`src/rtl/alu_pkg.sv`:
```
// Shared ALU definitions: operation codes used by the result mux and decoder,
// the status-flag layout, and the state encoding of the write-back skid buffer.
package alu_pkg;

  typedef enum logic [3:0] {
    ALU_ADD = 4'd0,
    ALU_SUB = 4'd1,
    ALU_AND = 4'd2,
    ALU_OR  = 4'd3,
    ALU_NOR = 4'd4,
    ALU_XOR = 4'd5,
    ALU_LSL = 4'd6,
    ALU_LSR = 4'd7,
    ALU_ASR = 4'd8
  } alu_op_t;

  localparam logic [3:0] ALU_OP_LAST = 4'd8;

  typedef struct packed {
    logic n;
    logic z;
    logic c;
    logic v;
  } flags_t;

  typedef enum logic [1:0] {
    SKID_EMPTY,
    SKID_ONE,
    SKID_TWO
  } skid_state_t;

  function automatic logic is_illegal_op(input logic [3:0] sel);
    return sel > ALU_OP_LAST;
  endfunction

  function automatic logic updates_cv(input logic [3:0] sel);
    return (alu_op_t'(sel) == ALU_ADD) || (alu_op_t'(sel) == ALU_SUB);
  endfunction

endpackage

```
`src/rtl/alu_writeback_stage_if.sv`:
```
// Handshake bundle between the ALU result mux, the write-back stage and the
// register-file write port. The stage uses the slave view; its environment the master view.
interface alu_writeback_stage_if #(
  parameter int N  = 8,
  parameter int RA = 4
);

  logic [N-1:0]  alu_y;
  logic [3:0]    alu_sel;
  logic          carry_in;
  logic          overflow_in;
  logic [RA-1:0] rd_in;
  logic          in_valid;
  logic          in_ready;

  logic [N-1:0]  wb_data;
  logic [RA-1:0] wb_rd;
  logic          wb_en;
  logic          out_valid;
  logic          out_ready;

  modport slave (
    input  alu_y, alu_sel, carry_in, overflow_in, rd_in, in_valid, out_ready,
    output in_ready, wb_data, wb_rd, wb_en, out_valid
  );

  modport master (
    output alu_y, alu_sel, carry_in, overflow_in, rd_in, in_valid, out_ready,
    input  in_ready, wb_data, wb_rd, wb_en, out_valid
  );

endinterface

```
`src/rtl/alu_skid_buffer.sv`:
```
// Two-entry valid/ready buffer for an opaque payload. M drives the outputs, S catches
// the one entry accepted while M stalls; in_ready decodes registered state only.
module alu_skid_buffer
  import alu_pkg::*;
#(
  parameter int W = 8
) (
  input  logic         clk,
  input  logic         reset,
  input  logic         in_valid,
  input  logic [W-1:0] in_data,
  output logic         in_ready,
  output logic         out_valid,
  output logic [W-1:0] out_data,
  input  logic         out_ready
);

  skid_state_t  state_q, state_d;
  logic [W-1:0] m_q, m_d;
  logic [W-1:0] s_q, s_d;

  always_comb begin
    // NOTE: every signal driven here gets a default first, so no path leaves one unassigned and infers a latch.
    state_d = state_q;
    m_d     = m_q;
    s_d     = s_q;
    unique case (state_q)
      SKID_EMPTY: begin
        if (in_valid) begin
          m_d     = in_data;
          state_d = SKID_ONE;
        end
      end
      SKID_ONE: begin
        if (in_valid && out_ready) begin
          m_d = in_data;
        end else if (in_valid) begin
          s_d     = in_data;
          state_d = SKID_TWO;
        end else if (out_ready) begin
          state_d = SKID_EMPTY;
        end
      end
      SKID_TWO: begin
        if (out_ready) begin
          m_d     = s_q;
          state_d = SKID_ONE;
        end
      end
      default: state_d = SKID_EMPTY;
    endcase
  end

  always_ff @(posedge clk or posedge reset) begin
    // NOTE: state registers use non-blocking assignments so every flop samples pre-edge values.
    if (reset) begin
      state_q <= SKID_EMPTY;
      m_q     <= '0;
    end else begin
      state_q <= state_d;
      m_q     <= m_d;
    end
  end

  // NOTE: S holds data only; it is read solely while state_q says it is occupied, so it needs no reset.
  always_ff @(posedge clk) begin
    s_q <= s_d;
  end

  assign in_ready  = (state_q != SKID_TWO);
  assign out_valid = (state_q != SKID_EMPTY);
  assign out_data  = m_q;

endmodule

```
`src/rtl/alu_writeback_stage.sv`:
```
// Registered write-back stage after the ALU result mux: captures result, destination
// and flags, buffers them through a skid buffer, and updates status flags on retire.
module alu_writeback_stage
  import alu_pkg::*;
#(
  parameter int N  = 8,
  parameter int RA = 4
) (
  input  logic                  clk,
  input  logic                  reset,
  alu_writeback_stage_if.slave  bus,
  output logic [3:0]            status_flags,
  output logic                  illegal_op
);

  typedef struct packed {
    logic [N-1:0]  data;
    logic [RA-1:0] rd;
    logic          wb_en;
    flags_t        flags;
    logic          cv_upd;
    logic          illegal;
  } wb_entry_t;

  wb_entry_t entry_in;
  wb_entry_t entry_m;
  logic      m_valid;
  logic      retire;

  flags_t flags_q, flags_d;
  logic   illegal_q, illegal_d;

  always_comb begin
    entry_in.illegal = is_illegal_op(bus.alu_sel);
    entry_in.cv_upd  = updates_cv(bus.alu_sel);
    entry_in.data    = entry_in.illegal ? '0 : bus.alu_y;
    entry_in.rd      = bus.rd_in;
    entry_in.wb_en   = !entry_in.illegal;
    entry_in.flags.n = bus.alu_y[N-1];
    entry_in.flags.z = (bus.alu_y == '0);
    entry_in.flags.c = entry_in.cv_upd & bus.carry_in;
    entry_in.flags.v = entry_in.cv_upd & bus.overflow_in;
  end

  alu_skid_buffer #(
    .W ($bits(wb_entry_t))
  ) u_skid (
    .clk       (clk),
    .reset     (reset),
    .in_valid  (bus.in_valid),
    .in_data   (entry_in),
    .in_ready  (bus.in_ready),
    .out_valid (m_valid),
    .out_data  (entry_m),
    .out_ready (bus.out_ready)
  );

  assign retire = m_valid && bus.out_ready;

  // Illegal entries never touch the status register; they only set the sticky bit.
  always_comb begin
    flags_d   = flags_q;
    illegal_d = illegal_q;
    if (retire) begin
      if (entry_m.illegal) begin
        illegal_d = 1'b1;
      end else if (entry_m.wb_en) begin
        flags_d.n = entry_m.flags.n;
        flags_d.z = entry_m.flags.z;
        if (entry_m.cv_upd) begin
          flags_d.c = entry_m.flags.c;
          flags_d.v = entry_m.flags.v;
        end
      end
    end
  end

  always_ff @(posedge clk or posedge reset) begin
    if (reset) begin
      flags_q   <= '0;
      illegal_q <= 1'b0;
    end else begin
      flags_q   <= flags_d;
      illegal_q <= illegal_d;
    end
  end

  assign bus.out_valid = m_valid;
  assign bus.wb_data   = entry_m.data;
  assign bus.wb_rd     = entry_m.rd;
  assign bus.wb_en     = entry_m.wb_en & m_valid;
  assign status_flags  = flags_q;
  assign illegal_op    = illegal_q;

endmodule
```
`src/flat_wrapper.sv`:
```
// flat-port wrapper written by rule: the top's interface ports become plain ports
module alu_writeback_stage_flat import alu_pkg::*;
#(
  parameter int N  = 8,
  parameter int RA = 4
)
  (clk, reset, status_flags, illegal_op, bus_alu_y, bus_alu_sel, bus_carry_in, bus_overflow_in, bus_rd_in, bus_in_valid, bus_out_ready, bus_in_ready, bus_wb_data, bus_wb_rd, bus_wb_en, bus_out_valid);
  alu_writeback_stage_if #(.N(N), .RA(RA)) bus_i ();
  input  logic clk;
  input  logic reset;
  output logic [3:0] status_flags;
  output logic illegal_op;
  input wire logic [$bits(bus_i.alu_y)-1:0] bus_alu_y;
  input wire logic [$bits(bus_i.alu_sel)-1:0] bus_alu_sel;
  input wire logic [$bits(bus_i.carry_in)-1:0] bus_carry_in;
  input wire logic [$bits(bus_i.overflow_in)-1:0] bus_overflow_in;
  input wire logic [$bits(bus_i.rd_in)-1:0] bus_rd_in;
  input wire logic [$bits(bus_i.in_valid)-1:0] bus_in_valid;
  input wire logic [$bits(bus_i.out_ready)-1:0] bus_out_ready;
  output wire logic [$bits(bus_i.in_ready)-1:0] bus_in_ready;
  output wire logic [$bits(bus_i.wb_data)-1:0] bus_wb_data;
  output wire logic [$bits(bus_i.wb_rd)-1:0] bus_wb_rd;
  output wire logic [$bits(bus_i.wb_en)-1:0] bus_wb_en;
  output wire logic [$bits(bus_i.out_valid)-1:0] bus_out_valid;
  assign bus_i.alu_y = bus_alu_y;
  assign bus_i.alu_sel = bus_alu_sel;
  assign bus_i.carry_in = bus_carry_in;
  assign bus_i.overflow_in = bus_overflow_in;
  assign bus_i.rd_in = bus_rd_in;
  assign bus_i.in_valid = bus_in_valid;
  assign bus_i.out_ready = bus_out_ready;
  assign bus_in_ready = bus_i.in_ready;
  assign bus_wb_data = bus_i.wb_data;
  assign bus_wb_rd = bus_i.wb_rd;
  assign bus_wb_en = bus_i.wb_en;
  assign bus_out_valid = bus_i.out_valid;
  alu_writeback_stage #(.N(N), .RA(RA)) u_core (.clk(clk), .reset(reset), .bus(bus_i), .status_flags(status_flags), .illegal_op(illegal_op));
endmodule
```
`config.mk`:
```
export PLATFORM = sky130hd
export DESIGN_NAME = alu_writeback_stage_flat
export DESIGN_NICKNAME = d
export VERILOG_FILES = /design/src/rtl/alu_pkg.sv /design/src/rtl/alu_writeback_stage_if.sv /design/src/rtl/alu_skid_buffer.sv /design/src/rtl/alu_writeback_stage.sv /design/src/flat_wrapper.sv
export SDC_FILE = /design/constraint.sdc
export NUM_CORES = 1
export LEC_CHECK = 0
export ABC_CLOCK_PERIOD_IN_PS = 2900
export BUFFER_PORTS_ARGS = -buffer_cell sky130_fd_sc_hd__buf_2
export CORE_ASPECT_RATIO = 1.1
export CORE_MARGIN = 2
export CORE_UTILIZATION = 49
export DETAILED_ROUTE_END_ITERATION = 6
export MAX_ROUTING_LAYER = met4
export PLACE_DENSITY_LB_ADDON = 0.05
export REMOVE_ABC_BUFFERS = 1
export SLEW_MARGIN = 20
export SYNTH_ARGS = -nofsm -noshare
export SYNTH_HDL_FRONTEND = slang
export SYNTH_HIERARCHICAL = 1
export SYNTH_SLANG_ARGS = --single-unit
```
`constraint.sdc`:
```
create_clock -name clk -period 2.9 [get_ports clk]
set_clock_uncertainty 0.15 [all_clocks]
set_input_delay 0.435 -clock clk [delete_from_list [all_inputs] [get_ports clk]]
set_output_delay 0.435 -clock clk [all_outputs]
set_load 0.01 [all_outputs]
```
==> out/qor.yml, run 1 <==
yosysSeqAreaShare: 0.592
hold_end: "u_core/u_skid/s_q[10]"
cts_max_level: 2
slew_violations: 0
core_um2: 3990
via_count: 1152
grt_pass1_wl_mm: 5.58
critPathLaunch: "u_core/u_skid/state_q[0]"
synthCells: 125
cts_sinks: 45
synth_top_area_frac: 0.315
crit_slowest_cell: "nor2b_4"
cp_data_arrival_time_ns: 1.55
grt_overflow: 0
vias_per_cell: 5.12
cts_root_buf: "clkbuf_8"
synth_warnings: 6
io_pins: 42
period_minus_slack_ns: 2.14
power_uw: 1640
crit_path_max_fanout: 20
nets: 194
power_leakage_uw: 0.00107
r2r-end: "u_core/u_skid/out_data[12]"
synthFlopType: "dfrtp_1"
die_h_um: 72.1
timing_hold_violations_final: 0
slew_headroom: 0.421
clock_path_buffers: 2
synth.distinct_cells: 25
final_min_period_over_clock_period: 0.737
insertion_delay_ns: 0.28
antennaDiodeCount: 0
fp.dieW_um: 65.9
drt-initial-drc-count: 61
max_stage_delay_ns: 0.52
critPathTopFamily: "simple AND/OR/NAND/NOR gates"
cts_setup_buffers: 0
synth_edf_count: 19
status: "finished, final reports clean"
die_area_um2: 4750
fmax_ghz: 0.468
hold_start: "bus_rd_in[3]"
start_kind: "register"
std_cell_rows: 24
finalSetupViolCount: 0
syn_area_um2: 2060
grt_start_max_net_pins: 22
dpl.hpwl_mm: 2.39
synth_area_leaders: "dfrtp_1 32%, edfxtp_1 28%, mux2_2 17%, mux2_4 7.3%, and2_1 2.7%"
power_density_nw_per_um2: 688
grt_usage: 0.163
clk_pin_slew_worst_paths_ns: 0.08
drive_gt1_frac: 0.584
hold_depth: 1
avgSynthCellArea_um2: 16.5
cts_tree: "done"
reg2reg_depth: 3
rrSetupSlack_ns: 0.97
cap_viol_max_count: 0
rsz0062_at_grt: "no"
post_cts_resized: 0
yosysMostFrequentCell: "mux2_2"
worst_slew_pin_slew_ns: 0.868
irDropWorstVdd_v: 0.000494
routedWlPerCell_um: 14.7
syn_to_final_growth_pct: 15.6
cp.depth: 3
path_cells: "nor2b_4, inv_1, buf_2"
firstDrtPassIters: 4
hp-class: "primary input to register"
synth_top_area_cell: "dfrtp_1"
cts_buffers: 5
drtAntennaViolNets: 0
io_buffers: 41
antenna_found_initial: 0
synthArstFlopShare: 0.578
netlist_top_cells_count: "32 x mux2_2, 26 x dfrtp_1, 19 x edfxtp_1"
end_kind: "output port"
n_fill_cell: 339
gp_congestion: 0.650
crit_type: "register to output port"
worst_r2r_startpoint: "u_core/u_skid/state_q[0]"
grt_pass1_vias: 1156
path_buf_inv: 2
required_ns: 2.32
start_util: 0.517
wl_mm: 3.31
ys_ff_latch: 45
drcViolationCount: 0
cts_hold_buffers: 1
tns_ns: 0
## where the power goes
| group | switching [uW] | total [uW] | internal, uW |
|---|---|---|---|
| logic | 188 | 434 | 245 |
| registers | 66.8 | 853 | 786 |
| clock network | 189 | 356 | 167 |
## registers in the layout, summed over array words and instances (netlist names)
register / flops
u_core/u_skid/s_q: 19
u_core/illegal_op: 1
u_core/u_skid/state_q: 2
u_core/status_flags: 4
u_core/u_skid/out_data: 19
## how the worst max path moves through the flow
stage / end
4_1_cts: bus_in_ready
6_report: bus_in_ready
2_1_floorplan: u_core/u_skid/s_q[0]
3_5_place_dp: u_core/u_skid/out_data[12]
5_1_grt: bus_in_ready
3_3_place_gp: u_core/u_skid/out_data[12]
## placed cells by master (no fill, tap or decap)
cell	n
buf_2	41
mux2_2	32
dfrtp_1	26
edfxtp_1	19
mux2_4	10
and2_1	9
clkbuf_8	5
inv_1	4
clkinv_2	2
nand3b_1	2
or4_1	2
nor2_1	2
nor2b_4	2
o22ai_1	2
clkbuf_1	1
dlygate4sd3_1	1
and2_4	1
a31o_2	1
o31ai_4	1
and2_2	1
nor3_1	1
nand4b_4	1
nand2b_4	1
o21ai_4	1
or2_2	1
or2b_1	1
mux2i_1	1
a21boi_0	1
buf_4	1
## per-stage QoR
step	hold slack [ns]	instances	utilization	instance area [um^2]	setup slack, ns
5_1_grt	0.167	225	0.598	2390	0.600
4_1_cts	0.173	225	0.598	2390	0.729
3_5_place_dp	0.194	216	0.575	2290	0.846
6_report	0.182	225	0.598	2390	0.762
2_1_floorplan	0.0635	122	-	2020	0.849
3_3_place_gp	0.192	216	0.575	2290	0.876
## worst reg2reg max path: stages, from the launching register on
cell and delay (ns):
dfrtp_1 0.45, nor2b_4 0.17, o21ai_4 0.62, mux2_2 0.42
## cell families (layout without fill, tap and decap cells)
kind of cell	after synthesis	after routing	share of synthesized area
muxes	43	43	0.252
and+or+nand+nor	24	24	0.0939
DFF	45	45	0.592
AOI/OAI and AO/OA	6	6	0.0321
buffers and inverters	7	55	0.0303
## layout make-up
class	instances	area, um^2	share of cell area
inverters	4	15.0	0.00629
flip-flops and latches	45	1220	0.512
clock buffers	6	72.6	0.0304
well taps	52	65.1	0.0273
clock inverters	2	10.0	0.00419
multi-input cells	73	781	0.327
repair buffers	43	223	0.0933
## routing by layer
layer	up-vias	GRT usage	share of wire
met2	33	0.262	0.50
met4	0	0.0556	0.0057
met1	567	0.203	0.45
li1	550	-	-
met3	2	0.0419	0.053
met5	-	-	0
No activity file was read; power rests on OpenSTA's default activity.
==> inputs of run 2 (changes only) <==
--- a/config.mk
+++ b/config.mk
@@ -5,7 +5,8 @@
 export SDC_FILE = /design/constraint.sdc
 export NUM_CORES = 1
 export LEC_CHECK = 0
-export ABC_CLOCK_PERIOD_IN_PS = 2900
+export ABC_AREA = 1
+export ABC_CLOCK_PERIOD_IN_PS = 2100
 export BUFFER_PORTS_ARGS = -buffer_cell sky130_fd_sc_hd__buf_2
 export CORE_ASPECT_RATIO = 1.1
 export CORE_MARGIN = 2
==> constraint.sdc (replaced) <==
create_clock -name clk -period 2.1 [get_ports clk]
set_clock_uncertainty 0.15 [all_clocks]
set_input_delay 0.315 -clock clk [delete_from_list [all_inputs] [get_ports clk]]
set_output_delay 0.315 -clock clk [all_outputs]
set_load 0.01 [all_outputs]
==> run 2 against run 1 <==
Net effect: critical endpoint unchanged; first-iteration DRC count is 38% higher; clock-buffer cell count is 1 higher; via count up 49%; critical path type unchanged; largest power group unchanged.
==> out/qor.yml, run 2 <==
status: "finished, final reports clean"
end_kind: "output port"
avgSynthCellArea_um2: 8.50
drt-initial-drc-count: 84
power_leakage_uw: 0.00134
required_ns: 1.63
yosysSeqAreaShare: 0.570
gp_congestion: 0.752
critPathLaunch: "u_core/u_skid/state_q[0]"
cts_max_level: 2
clock_path_buffers: 2
final_common_cell: "nand2_1"
fin_area_um2: 2490
yosysMostFrequentCell: "nand2_1"
crit_path_max_fanout: 20
rrSetupSlack_ns: 0.34
layoutNonFillerInstCount: 350
synth.distinct_cells: 17
power_density_nw_per_um2: 1180
worst_slew_pin_slew_ns: 0.412
antennaDiodeCount: 0
rsz0062_at_grt: "no"
place_area_um2: 2380
cts_tree: "done"
nets: 317
n_fill_cell: 428
ys_ff_latch: 45
synthCells: 252
die_area_um2: 4920
fmax_ghz: 0.534
antenna_found_initial: 0
start_util: 0.504
core_um2: 4250
synth_edf_count: 19
die_h_um: 73.3
synth_area_leaders: "dfrtp_1 30%, edfxtp_1 27%, nand2_1 16%, nand3_1 11%, inv_1 5.3%"
slew_violations: 0
clk_pin_slew_worst_paths_ns: 0.08
synth_top_area_cell: "dfrtp_1"
cts_buffers: 5
cts_setup_buffers: 0
routedWlPerCell_um: 12.3
vias_per_cell: 4.90
timing_hold_violations_final: 0
grt_usage: 0.204
drtAntennaViolNets: 0
cts_root_buf: "clkbuf_8"
crit_type: "register to output port"
hp-class: "primary input to register"
finalSetupViolCount: 0
grt_pass1_vias: 1587
insertion_delay_ns: 0.30
multi_input_area_um2: 734
wl_mm: 4.31
io_pins: 42
hold_start: "bus_rd_in[0]"
regArea_um2: 1220
irDropWorstVdd_v: 0.000596
grt_overflow: 0
placed_cells: 341
start_kind: "register"
synth_warnings: 6
via_count: 1714
drive_gt1_frac: 0.203
drcViolationCount: 0
grt_pass1_wl_mm: 7.33
cap_viol_max_count: 0
grt_start_max_net_pins: 22
cts_sinks: 45
std_cell_rows: 25
syn_area_um2: 2140
final_min_period_over_clock_period: 0.892
synth_top_area_frac: 0.304
synthArstFlopShare: 0.578
firstDrtPassIters: 4
io_buffers: 41
netlist_top_cells_count: "91 x nand2_1, 46 x nand3_1, 30 x inv_1"
syn_to_final_growth_pct: 16.4
fp.dieW_um: 67.0
worst_r2r_startpoint: "u_core/u_skid/state_q[1]"
cp_data_arrival_time_ns: 1.41
layout_common_cells: "90 x nand2_1, 46 x nand3_1, 41 x buf_2"
period_minus_slack_ns: 1.87
dpl.hpwl_mm: 3.07
synthFlopType: "dfrtp_1"
slew_headroom: 0.725
## run 2: cell count changes in the layout (fill, tap and decap cells not counted), sizes merged, moves of 8 or more
cell / before / now
nand2: 0 / 92
nand3: 0 / 48
mux2: 42 / 0
inv: 4 / 31
and2: 11 / 0
a21oi: 0 / 8
## run 2: critical path, stage by stage, from the launching register on
cell     delay [ns]
dfrtp_1        0.41
inv_1          0.18
nand2_2        0.28
buf_2          0.24
## run 2: timing repair
action | in CTS | in global routing
hold endpoints to repair | 26 | 0
hold buffers | 1 | 0
endpoints found under the setup margin | 0 | 1
resized for setup | 0 | 1
## run 2: cell families (layout without fill, tap and decap cells)
logic type             after synthesis  after routing  share of synthesized area
AO/OA/AOI/OAI                       14             14                     0.0362
buffers and inverters               42             86                     0.0882
AND/OR/NAND/NOR                    151            151                      0.305
flip-flops                          45             45                      0.570
## run 2: cell type report
cell class / count / share of cell area
well taps: 54 / 0.0271
repair buffers: 47 / 0.101
multi-input cells: 165 / 0.295
inverters: 31 / 0.0467
clock buffers: 7 / 0.0386
clock inverters: 1 / 0.00201
flip-flops and latches: 45 / 0.490
## run 2: metal layers
layer,track usage,up-vias,share of wire
li1,-,893,-
met1,0.260,772,0.44
met2,0.325,42,0.50
met3,0.0368,7,0.045
met4,0.0748,0,0.016
met5,-,-,0
## run 2: power by group
part	switching (uW)	internal, uW
sequential	128	1170
clock	283	297
combinational	712	360
total	1120	1830
## run 2: worst paths after layout
path | endpoint | depth (start not counted)
hold reg to reg | u_core/u_skid/out_data[11] | 2
setup / recovery | bus_in_ready | 3
min in group asynchronous | u_core/status_flags[2] | 3
hold / removal | u_core/u_skid/s_q[7] | 1
max in group asynchronous | u_core/u_skid/out_data[17] | 4
setup reg to reg | u_core/u_skid/out_data[2] | 5
## run 2: stage by stage
stage                     total power (uW)  setup WS [ns]  TNS [ns]  hold WS (ns)   util
after floorplan                       1980        -0.0854     -1.62       -0.0565      -
after global placement                2370          0.370         0        0.0787  0.559
after detailed placement              2400          0.350         0        0.0887  0.559
after CTS                             2980         0.0134         0        0.0495  0.586
after global routing                  3190          0.107         0        0.0524  0.586
final                                 2950          0.227         0        0.0573  0.586
==> inputs of run 3 (changes only) <==
--- a/config.mk
+++ b/config.mk
@@ -8,7 +8,6 @@
 export ABC_AREA = 1
 export ABC_CLOCK_PERIOD_IN_PS = 2100
 export BUFFER_PORTS_ARGS = -buffer_cell sky130_fd_sc_hd__buf_2
-export CORE_ASPECT_RATIO = 1.1
 export CORE_MARGIN = 2
 export CORE_UTILIZATION = 49
 export DETAILED_ROUTE_END_ITERATION = 6
==> run 3 against run 2 <==
Net effect: sequential share of layout area increased by 0.32 points; largest cell class unchanged; register-to-register slack about the same; combinational power about the same; critical endpoint unchanged; global-route usage shrank 0.35 points; worst setup slack got worse by 0.019 ns; power decreased by 2.3%.
==> out/qor.yml, run 3 (synthesis gave the netlist of run 2 again) <==
reg2reg_depth: 6
status: "finished, final reports clean"
layout_common_cells: "90 x nand2_1, 46 x nand3_1, 41 x buf_2"
grt_pass1_vias: 1610
grt_start_max_net_pins: 22
via_count: 1724
clock_path_buffers: 2
syn_to_final_growth_pct: 15.7
worst_slew_pin_slew_ns: 0.388
power.share.clock: 0.179
cts_buffers: 5
seqPwrFrac: 0.448
std_cell_rows: 24
grt_pass1_wl_mm: 7.51
rrSetupSlack_ns: 0.35
irDropWorstVdd_v: 0.000421
antenna_found_initial: 0
worst_r2r_startpoint: "u_core/u_skid/state_q[0]"
hold_start: "bus_rd_in[3]"
setup_ws_ns: 0.207
grt_overflow: 0
vias_per_cell: 4.94
grt_usage: 0.200
cts_root_buf: "clkbuf_8"
insertion_delay_ns: 0.30
io_pins: 42
cap_viol_max_count: 0
drive_gt1_frac: 0.195
final_common_cell: "nand2_1"
crit_type: "register to output port"
busiest_layer: "met2"
start_util: 0.499
routedWlPerCell_um: 12.3
antennaDiodeCount: 0
firstDrtPassIters: 4
switchingPower_uw: 1110
timing_hold_violations_final: 0
gp_congestion: 0.784
core_um2: 4290
crit_path_max_fanout: 20
dpl.hpwl_mm: 3.07
power_density_nw_per_um2: 1160
wl_mm: 4.30
fp.dieW_um: 70.1
cts_sinks: 45
end_kind: "output port"
pre_cts_slack_ns: 0.321
hold_depth: 1
r2r-end: "u_core/u_skid/out_data[12]"
use_met3: 0.0476
power_frac_comb: 0.373
swShare: 0.386
cp_data_arrival_time_ns: 1.43
io_buffers: 41
internal-power_uw: 1770
finalSetupViolCount: 0
power_leakage_uw: 0.00133
fmax_ghz: 0.528
use_met2: 0.319
drcViolationCount: 0
cts_max_level: 2
die_h_um: 70.1
hold_end: "u_core/u_skid/s_q[10]"
slew_headroom: 0.741
die_area_um2: 4920
period_minus_slack_ns: 1.89
nets: 318
hp-class: "primary input to register"
slew_violations: 0
required_ns: 1.63
start_kind: "register"
drt-initial-drc-count: 100
drtAntennaViolNets: 0
rsz0062_at_grt: "no"
clk_pin_slew_worst_paths_ns: 0.08
power_uw: 2880
cts_tree: "done"
met1_usage: 0.255
final_min_period_over_clock_period: 0.901
## run 3: changes by cell type in the layout (fill, tap and decap cells not counted), sizes merged
cell	delta
buf	+1
clkbuf	+1
clkinv	-1
## run 3: how the worst max path moves through the flow
stage	from	endpoint	slack (ns)
after floorplan	u_core/u_skid/state_q[1]	u_core/u_skid/s_q[0]	-0.09
after global placement	u_core/u_skid/state_q[0]	bus_in_ready	0.37
after detailed placement	u_core/u_skid/state_q[0]	bus_in_ready	0.32
after CTS	u_core/u_skid/state_q[0]	bus_in_ready	0.20
after global routing	u_core/u_skid/state_q[0]	bus_in_ready	0.11
final	u_core/u_skid/state_q[0]	bus_in_ready	0.21
## run 3: worst max-delay path: stages, from the launching register on
cell,delay [ns]
dfrtp_1,0.41
inv_1,0.19
nand2_2,0.28
buf_2,0.24
## run 3: area by class of cell
| cell class | instances | area, um^2 |
|---|---|---|
| Fill cell | 408 | 1820 |
| Sequential cell | 45 | 1220 |
| Multi-Input combinational cell | 165 | 734 |
| Timing Repair Buffer | 48 | 260 |
| Inverter | 31 | 116 |
| Clock buffer | 8 | 80.1 |
| Tap cell | 52 | 65.1 |
## run 3: power by group through the flow
stage | clock (uW) | combinational (uW) | sequential (uW)
floorplan | 0 | 598 | 1380
global placement | 0 | 1070 | 1300
detailed placement | 0 | 1080 | 1310
CTS | 532 | 1090 | 1290
global route | 557 | 1210 | 1320
finish | 515 | 1080 | 1290
## run 3: per-stage QoR
stage,TNS (ns),cells,util,instance area (um^2),hold slack (ns)
2_1_floorplan,-1.62,241,-,2070,-0.0565
3_3_place_gp,0,340,0.555,2380,0.0748
3_5_place_dp,0,340,0.555,2380,0.0755
4_1_cts,0,349,0.577,2480,0.0498
5_1_grt,0,349,0.577,2480,0.0520
6_report,0,349,0.577,2480,0.0600
## run 3: repair_timing
item / in CTS / in global routing
resized for setup: 1 / 0
hold buffers: 1 / 0
setup endpoints to repair: 1 / 0
hold endpoints to repair: 26 / 0
setup buffers: 0 / 0
## run 3: metal layers
layer / part of all wire / up-vias
met5: 0 / -
met4: 0.015 / 0
met3: 0.038 / 5
met2: 0.48 / 39
met1: 0.47 / 788
li1: - / 892
